File: src/rtl/rgb_to_gray.sv
// rtl/rgb_to_gray.sv - camera RGB byte stream to 8-bit gray pixel converter
// Optional round-to-nearest conversion is enabled by defining RGB_TO_GRAY_ROUND_EN.
module rgb_to_gray #(
    parameter int N = 450,
    parameter int M = 600
) (
    input  logic       clk,
    input  logic       rst_n,
    input  logic       GS_enable,
    input  logic       cam_valid,
    input  logic [7:0] cam_data,
    output logic       cam_ready,
    output logic [7:0] data_out,
    output logic       GS_valid,
    output logic       GS_done
);

    localparam int TOTAL = N * M;
    localparam int CNT_W = (TOTAL > 1) ? $clog2(TOTAL) : 1;
    localparam logic [CNT_W-1:0] LAST_PIX = CNT_W'(TOTAL - 1);

    typedef enum logic [2:0] {
        IDLE  = 3'd0,
        CAP_R = 3'd1,
        CAP_G = 3'd2,
        CAP_B = 3'd3,
        EMIT  = 3'd4,
        DONE  = 3'd5
    } state_t;

    state_t           state;
    state_t           state_nxt;
    logic [CNT_W-1:0] pix_cnt;
    logic [CNT_W-1:0] pix_cnt_nxt;
    logic [7:0]       r_q;
    logic [7:0]       g_q;
    logic [7:0]       b_q;
    logic             byte_take;
    logic             abort;
    logic             load_r;
    logic             load_g;
    logic             load_b;
    logic [7:0]       b_src;
    logic [15:0]      gray_sum;

    assign byte_take = cam_valid && cam_ready;
    // Dropping the enable outranks any byte offered in the same cycle.
    assign abort  = (state != IDLE) && !GS_enable;
    assign load_r = (state == CAP_R) && byte_take && !abort;
    assign load_g = (state == CAP_G) && byte_take && !abort;
    assign load_b = (state == CAP_B) && byte_take && !abort;

    // The blue byte is consumed straight from the bus so the result is ready on entry to EMIT.
    assign b_src = load_b ? cam_data : b_q;

    // Weights sum to 256, so the worst case (255 on every channel, plus rounding) stays under 2^16.
    always_comb begin
        gray_sum = (16'd77 * {8'h00, r_q}) + (16'd150 * {8'h00, g_q}) + (16'd29 * {8'h00, b_src});
`ifdef RGB_TO_GRAY_ROUND_EN
        gray_sum = gray_sum + 16'd128;
`endif
    end

    always_ff @(posedge clk or negedge rst_n) begin
        if (!rst_n) begin
            state   <= IDLE;
            pix_cnt <= '0;
        end else begin
            state   <= state_nxt;
            pix_cnt <= pix_cnt_nxt;
        end
    end

    always_comb begin
        state_nxt   = state;
        pix_cnt_nxt = pix_cnt;
        if (abort) begin
            state_nxt   = IDLE;
            pix_cnt_nxt = '0;
        end else begin
            case (state)
                IDLE: begin
                    if (GS_enable) begin
                        state_nxt   = CAP_R;
                        pix_cnt_nxt = '0;
                    end
                end
                CAP_R: if (byte_take) state_nxt = CAP_G;
                CAP_G: if (byte_take) state_nxt = CAP_B;
                CAP_B: if (byte_take) state_nxt = EMIT;
                EMIT: begin
                    if (pix_cnt == LAST_PIX) begin
                        state_nxt = DONE;
                    end else begin
                        state_nxt   = CAP_R;
                        pix_cnt_nxt = pix_cnt + 1'b1;
                    end
                end
                DONE: begin
                    state_nxt   = IDLE;
                    pix_cnt_nxt = '0;
                end
                default: begin
                    state_nxt   = IDLE;
                    pix_cnt_nxt = '0;
                end
            endcase
        end
    end

    always_comb begin
        cam_ready = 1'b0;
        GS_valid  = 1'b0;
        GS_done   = 1'b0;
        case (state)
            CAP_R, CAP_G, CAP_B: cam_ready = 1'b1;
            EMIT:                GS_valid  = 1'b1;
            DONE:                GS_done   = 1'b1;
            default: ;
        endcase
    end

    always_ff @(posedge clk or negedge rst_n) begin
        if (!rst_n) begin
            r_q      <= 8'h00;
            g_q      <= 8'h00;
            b_q      <= 8'h00;
            data_out <= 8'h00;
        end else begin
            if (load_r) r_q <= cam_data;
            if (load_g) g_q <= cam_data;
            if (load_b) begin
                b_q      <= cam_data;
                data_out <= gray_sum[15:8];
            end
        end
    end

endmodule
File: config.mk
export PLATFORM = sky130hd
export DESIGN_NAME = rgb_to_gray
export DESIGN_NICKNAME = d
export VERILOG_FILES = /design/src/rtl/rgb_to_gray.sv
export SDC_FILE = /design/constraint.sdc
export NUM_CORES = 1
export LEC_CHECK = 0
export CORE_UTILIZATION = 50
export CTS_BUF_LIST = sky130_fd_sc_hd__clkbuf_16
export DETAILED_ROUTE_END_ITERATION = 10
export HOLD_SLACK_MARGIN = 0.03
export PLACE_DENSITY_LB_ADDON = 0.25
export SLEW_MARGIN = 20
export SYNTH_ARGS = -nofsm -noshare
export SYNTH_HDL_FRONTEND = slang
export SYNTH_SLANG_ARGS = --single-unit
File: constraint.sdc
create_clock -name clk -period 10.5 [get_ports clk]
set_input_delay 1.575 -clock clk [delete_from_list [all_inputs] [get_ports clk]]
set_output_delay 1.575 -clock clk [all_outputs]
set_load 0.03 [all_outputs]
==> impl_metrics.py, run 1 <==
metrics = {
    "min_path": {
        "hold_depth": 2,
        "hold_class": "reg -> reg",
    },
    "critical_path": {
        "r2r_cells": 22,
        "critical_path.cell_chain": "clkdlybuf4s50_1, nand3_2, or2_2, mux2i_1, inv_1, maj3_1, fa_1, inv_1, fa_1, inv_1, fa_1, inv_1, fa_1, inv_1, ha_1, o21ai_0, a21o_1, a2111o_1, nand3_2, a41oi_4, o2111a_1, a221o_1",
        "cp-start-kind": "primary input",
        "crit_path_max_incr_delay_ns": 0.62,
        "crit_type": "in -> reg",
        "crit_required_ns": 10.68,
        "worstPathMaxFanout": 22,
        "r2r_slack_ns": 3.89,
        "end_kind": "flip-flop",
        "cp_common_cell": "inv_1",
        "critPathArrivalTime_ns": 7.99,
        "crit_path_top_delay_cell": "clkdlybuf4s50_1",
    },
    "grt": {
        "grt_overflow": 0,
        "use_met1_pct": 30.8,
        "grt_pass1_wl_mm": 20.0,
        "grt_max_degree": 55,
        "met3_usage_pct": 2.42,
        "grt-busiest-layer": "met2",
        "antenna_found_initial": 0,
        "grt_pass1_vias": 4108,
        "grt_util_met2_pct": 36.4,
        "track_usage_pct": 21.9,
    },
    "synth": {
        "yosysTopAreaCell": "dfrtp_1",
        "syn-instance-count": 572,
        "avgSynthCellArea_um2": 9.76,
        "yosysWarningCount": 0,
        "synth_seq_area_share_pct": 24.2,
        "synth-seq-cells": 54,
        "synthesis.nets": 721,
        "yosys.area.top_type_share_pct": 24.2,
        "ys_types": 52,
        "ys.flop_type": "dfrtp_1",
        "synth-edff-count": 0,
        "async_flop_share_pct": 100,
        "syn_area_um2": 5580,
        "synth_area_leaders": "dfrtp_1, ha_1, fa_1, inv_1, o21ai_0",
    },
    "clock_network": {
        "ctsResizeCount": 0,
        "cts_buffers": 5,
        "htreeDepth": 2,
        "postCtsHoldBufs": 0,
        "clock_path_buffers": 2,
        "cts_setup_buffers": 0,
        "clkSinkCount": 54,
        "clock-root-buffer": "clkbuf_16",
        "clk-insertion-delay-late_ns": 0.30,
        "clk_pin_slew_ns": 0.07,
        "tritoncts": "yes",
    },
    "sta": {
        "rsz0062_at_grt": "no",
        "fin_crit_sh_pct": 74.4,
        "fin_skew_ns": 0.0108,
        "fmax_mhz": 128,
        "min_period_ns": 7.81,
        "timing.slew.headroom_pct": 53.2,
        "worst_pin_slew_ns": 0.701,
        "finalMaxSlewViolations": 0,
        "hold_violations": 0,
        "setup_viol": 0,
        "fin_tns_setup_ns": 0,
    },
    "final_layout": {
        "mostFrequentLayoutCells": "inv_1, ha_1, dfrtp_1",
        "areaGrowthSynthToFinish_pct": 9.01,
        "area.sequential_um2": 1350,
        "diodes": 0,
        "final_common_cell": "inv_1",
        "layout.nets": 739,
        "nFillCells": 972,
        "layout-drive-gt1-share_pct": 6.26,
        "multi_input_area_um2": 3770,
    },
    "placed_design": {
        "port_buffers": 22,
        "gp_congestion": 0.841,
        "hpwl_mm": 9.12,
    },
    "floorplan": {
        "core_region_area_um2": 10800,
        "die_height_um": 108,
        "rows": 38,
        "die_area_um2": 11600,
        "die_w_um": 108,
        "ioPinCount": 23,
        "start_util_pct": 51.5,
    },
    "detailed_routing": {
        "routed_via_density": 5.38,
        "drc": 0,
        "drtIter0Drc": 192,
        "drtPass1Iterations": 4,
        "wl_per_cell_um": 15.5,
        "num_vias": 3932,
        "wl_mm": 11.3,
        "ant_nets": 0,
    },
    "job": {
        "maxCapViolCount": 0,
    },
    "run_status": {
        "outcome": "completed",
    },
}
-- cells in the mapped netlist (all sizes together), types with 4 or more instances --
master,instances
a21oi,11
inv,106
and3,5
clkbuf,10
nor3,6
mux2,13
fa,50
a21o,8
dfrtp,54
nor2,37
o21ai,36
ha,87
a31oi,4
nand3,12
nor4,5
xnor2,19
o31ai,11
nand2,39
xor2,10
mux2i,5
-- layout make-up --
type	count	area share (%)
Clock buffer	5	2.06
Clock inverter	3	0.699
Inverter	106	6.54
Multi-Input combinational cell	400	62.0
Sequential cell	54	22.2
Tap cell	140	2.88
Timing Repair Buffer	23	3.66
-- path summary, 6_finish.rpt --
path / startpoint / to
worst min-delay path: data_out[6] / data_out[6]
worst min register to register: data_out[6] / data_out[6]
min in group asynchronous: rst_n / state[1]
max in group asynchronous: rst_n / b_q[1]
worst max-delay path: GS_enable / data_out[7]
worst max register to register: g_q[4] / data_out[7]
-- worst max-delay path, delay by kind of cell --
family                     cells  cell delay [ns]
muxes                          1             0.43
buffers and inverters          6             1.03
and+or+nand+nor                3             0.79
adders and majority gates      6             2.78
AOI/OAI and AO/OA              6             1.36
-- flip-flops by register name (all words and copies together) (netlist names) --
signal    flops
pix_cnt      19
data_out      8
b_q           8
state         3
r_q           8
g_q           8
-- cell families after synthesis --
group	count (synthesis)	synth area share (%)
AO/OA/AOI/OAI	87	10.6
XOR/XNOR	29	4.55
adder cells (fa/ha/maj)	138	37.6
buffers and inverters	118	8.25
flip-flops	54	24.2
multiplexers	18	3.52
AND/OR/NAND/NOR	128	11.3
-- per-layer routing --
layer	part of all wire, %	wire [um]
met1	48	5490
met2	47	5370
met3	3.2	364
met4	1.0	114
met5	0	0
-- per-stage QoR --
step / cells / hold slack (ns) / area, um2 / setup WS (ns) / utilization [%]
after CTS: 731 / 0.495 / 6090 / 2.71 / 56.2
final: 731 / 0.485 / 6090 / 2.69 / 56.2
after global placement: 723 / 0.471 / 5920 / 2.66 / 54.6
after floorplan: 572 / 0.444 / 5580 / 3.48 / -
after detailed placement: 723 / 0.473 / 5920 / 2.45 / 54.6
after global routing: 731 / 0.521 / 6090 / 2.37 / 56.2
Power of run 1 is not shown: default switching activity piles up to over one toggle a cycle in this logic, so the estimate is an artifact.
==> run 2: changes to the inputs <==
==> constraint.sdc (replaced) <==
create_clock -name clk -period 7.88 [get_ports clk]
set_input_delay 1.182 -clock clk [delete_from_list [all_inputs] [get_ports clk]]
set_output_delay 1.182 -clock clk [all_outputs]
set_load 0.03 [all_outputs]
==> run 2 against run 1 <==
Net effect: final area shrank 0.35%; final cell count is the same; first-iteration DRC count grew 1.0%; setup slack lost 2.1 ns; die area is the same; sequential share of layout area grew 0.078 points; highest routed layer unchanged; critical endpoint unchanged; clock skew shrank 0.0067 ns; register-to-register slack lost 2.6 ns.
==> impl_metrics.py, run 2 (same netlist as run 1, synthesis figures left out) <==
metrics = {
    "job": {
        "maxCapViolCount": 0,
    },
    "critical_path": {
        "critPathArrivalTime_ns": 7.46,
        "cp-start-kind": "primary input",
        "end_kind": "flip-flop",
        "crit_required_ns": 8.06,
        "worstPathMaxFanout": 22,
        "crit_type": "in -> reg",
    },
    "floorplan": {
        "ioPinCount": 23,
        "core_region_area_um2": 10800,
        "die_height_um": 108,
        "start_util_pct": 51.5,
        "die_w_um": 108,
        "rows": 38,
        "die_area_um2": 11600,
    },
    "min_path": {
        "hold_class": "reg -> reg",
    },
    "final_layout": {
        "final_cell_area_um2": 6070,
        "areaGrowthSynthToFinish_pct": 8.63,
        "layout-drive-gt1-share_pct": 6.43,
        "mostFrequentLayoutCells": "inv_1, ha_1, dfrtp_1",
        "diodes": 0,
        "final_common_cell": "inv_1",
        "fin_cells": 731,
        "largest_reg_flops": 19,
        "regMostFlops": "pix_cnt",
        "layout.nets": 740,
    },
    "detailed_routing": {
        "drtPass1Iterations": 6,
        "wl_per_cell_um": 15.1,
        "routed_via_density": 5.34,
        "drtIter0Drc": 194,
        "wl_mm": 11.0,
        "ant_nets": 0,
        "num_vias": 3903,
        "drc": 0,
    },
    "sta": {
        "rsz0062_at_grt": "no",
        "timing.slew.headroom_pct": 53.1,
        "fmax_mhz": 137,
        "setup_viol": 0,
        "worst_pin_slew_ns": 0.703,
        "hold_violations": 0,
        "fin_crit_sh_pct": 92.4,
        "min_period_ns": 7.28,
        "fin_tns_setup_ns": 0,
        "fin_skew_ns": 0.00415,
        "finalMaxSlewViolations": 0,
        "hold_ws_ns": 0.486,
    },
    "placed_design": {
        "dpl.cell_count": 724,
        "hpwl_mm": 9.02,
        "gp_congestion": 0.847,
        "placed_area_um2": 5930,
        "port_buffers": 22,
    },
    "clock_network": {
        "clock_path_buffers": 2,
        "clock-root-buffer": "clkbuf_16",
        "postCtsHoldBufs": 0,
        "clk-insertion-delay-late_ns": 0.30,
        "cts_buffers": 5,
        "tritoncts": "yes",
        "htreeDepth": 2,
        "ctsResizeCount": 0,
        "cts_setup_buffers": 0,
        "clkSinkCount": 54,
        "clk_pin_slew_ns": 0.07,
    },
    "grt": {
        "grt_max_degree": 55,
        "track_usage_pct": 21.6,
        "antenna_found_initial": 0,
        "grt_overflow": 0,
        "grt_pass1_wl_mm": 19.4,
        "grt_pass1_vias": 4031,
    },
    "run_status": {
        "outcome": "completed",
    },
}
run 2: cell count changes in the layout (fill, tap and decap cells not counted), sizes merged:
| cell | previous run | this run |
|---|---|---|
| buf | 2 | 3 |
| bufinv | 1 | 0 |
run 2: worst max-delay path: stages:
cell	delay (ns)
clkdlybuf4s50_1	0.61
nand3_2	0.15
or2_2	0.49
mux2i_1	0.40
inv_1	0.20
maj3_1	0.41
fa_1	0.51
inv_1	0.05
fa_1	0.52
inv_1	0.05
fa_1	0.53
inv_1	0.06
fa_1	0.54
inv_1	0.04
ha_1	0.26
o21ai_0	0.07
a21o_1	0.20
a2111o_1	0.40
nand3_2	0.12
a41oi_4	0.14
o2111a_1	0.26
a221o_1	0.26
run 2: path summary, 6_finish.rpt:
path | slack [ns] | from | depth (start not counted) | to
worst max-delay path | 0.60 | GS_enable | 22 | data_out[7]
min in group asynchronous | 1.01 | rst_n | 2 | g_q[3]
worst max register to register | 1.32 | g_q[4] | 22 | data_out[7]
worst min-delay path | 0.49 | pix_cnt[11] | 1 | pix_cnt[11]
worst min register to register | 0.49 | pix_cnt[11] | 1 | pix_cnt[11]
max in group asynchronous | 6.40 | rst_n | 2 | b_q[6]
run 2: per-layer routing:
| layer | up-vias | GRT usage [%] | wire [um] |
|---|---|---|---|
| met1 | 1918 | 30.6 | 5410 |
| li1 | 1923 | - | - |
| met5 | - | 0 | 0 |
| met3 | 13 | 2.66 | 298 |
| met4 | 0 | 5.58 | 146 |
| met2 | 49 | 34.9 | 5160 |
run 2: area by class of cell:
| class | instances | area, um2 |
|---|---|---|
| timing repair buffer | 24 | 230 |
| multi-input combinational | 400 | 3770 |
| fill | 940 | 4770 |
| tap | 140 | 175 |
| clock inverter | 2 | 13.8 |
| sequential | 54 | 1350 |
| clock buffer | 5 | 125 |
| inverter | 106 | 398 |
run 2: stage by stage:
stage | setup slack, ns | utilization, %
after global routing | 0.229 | 56.0
after detailed placement | 0.281 | 54.7
final | 0.596 | 56.0
after global placement | 0.430 | 54.7
after CTS | 0.589 | 56.0
after floorplan | 1.25 | -
Power of run 2 is left out for the same reason.
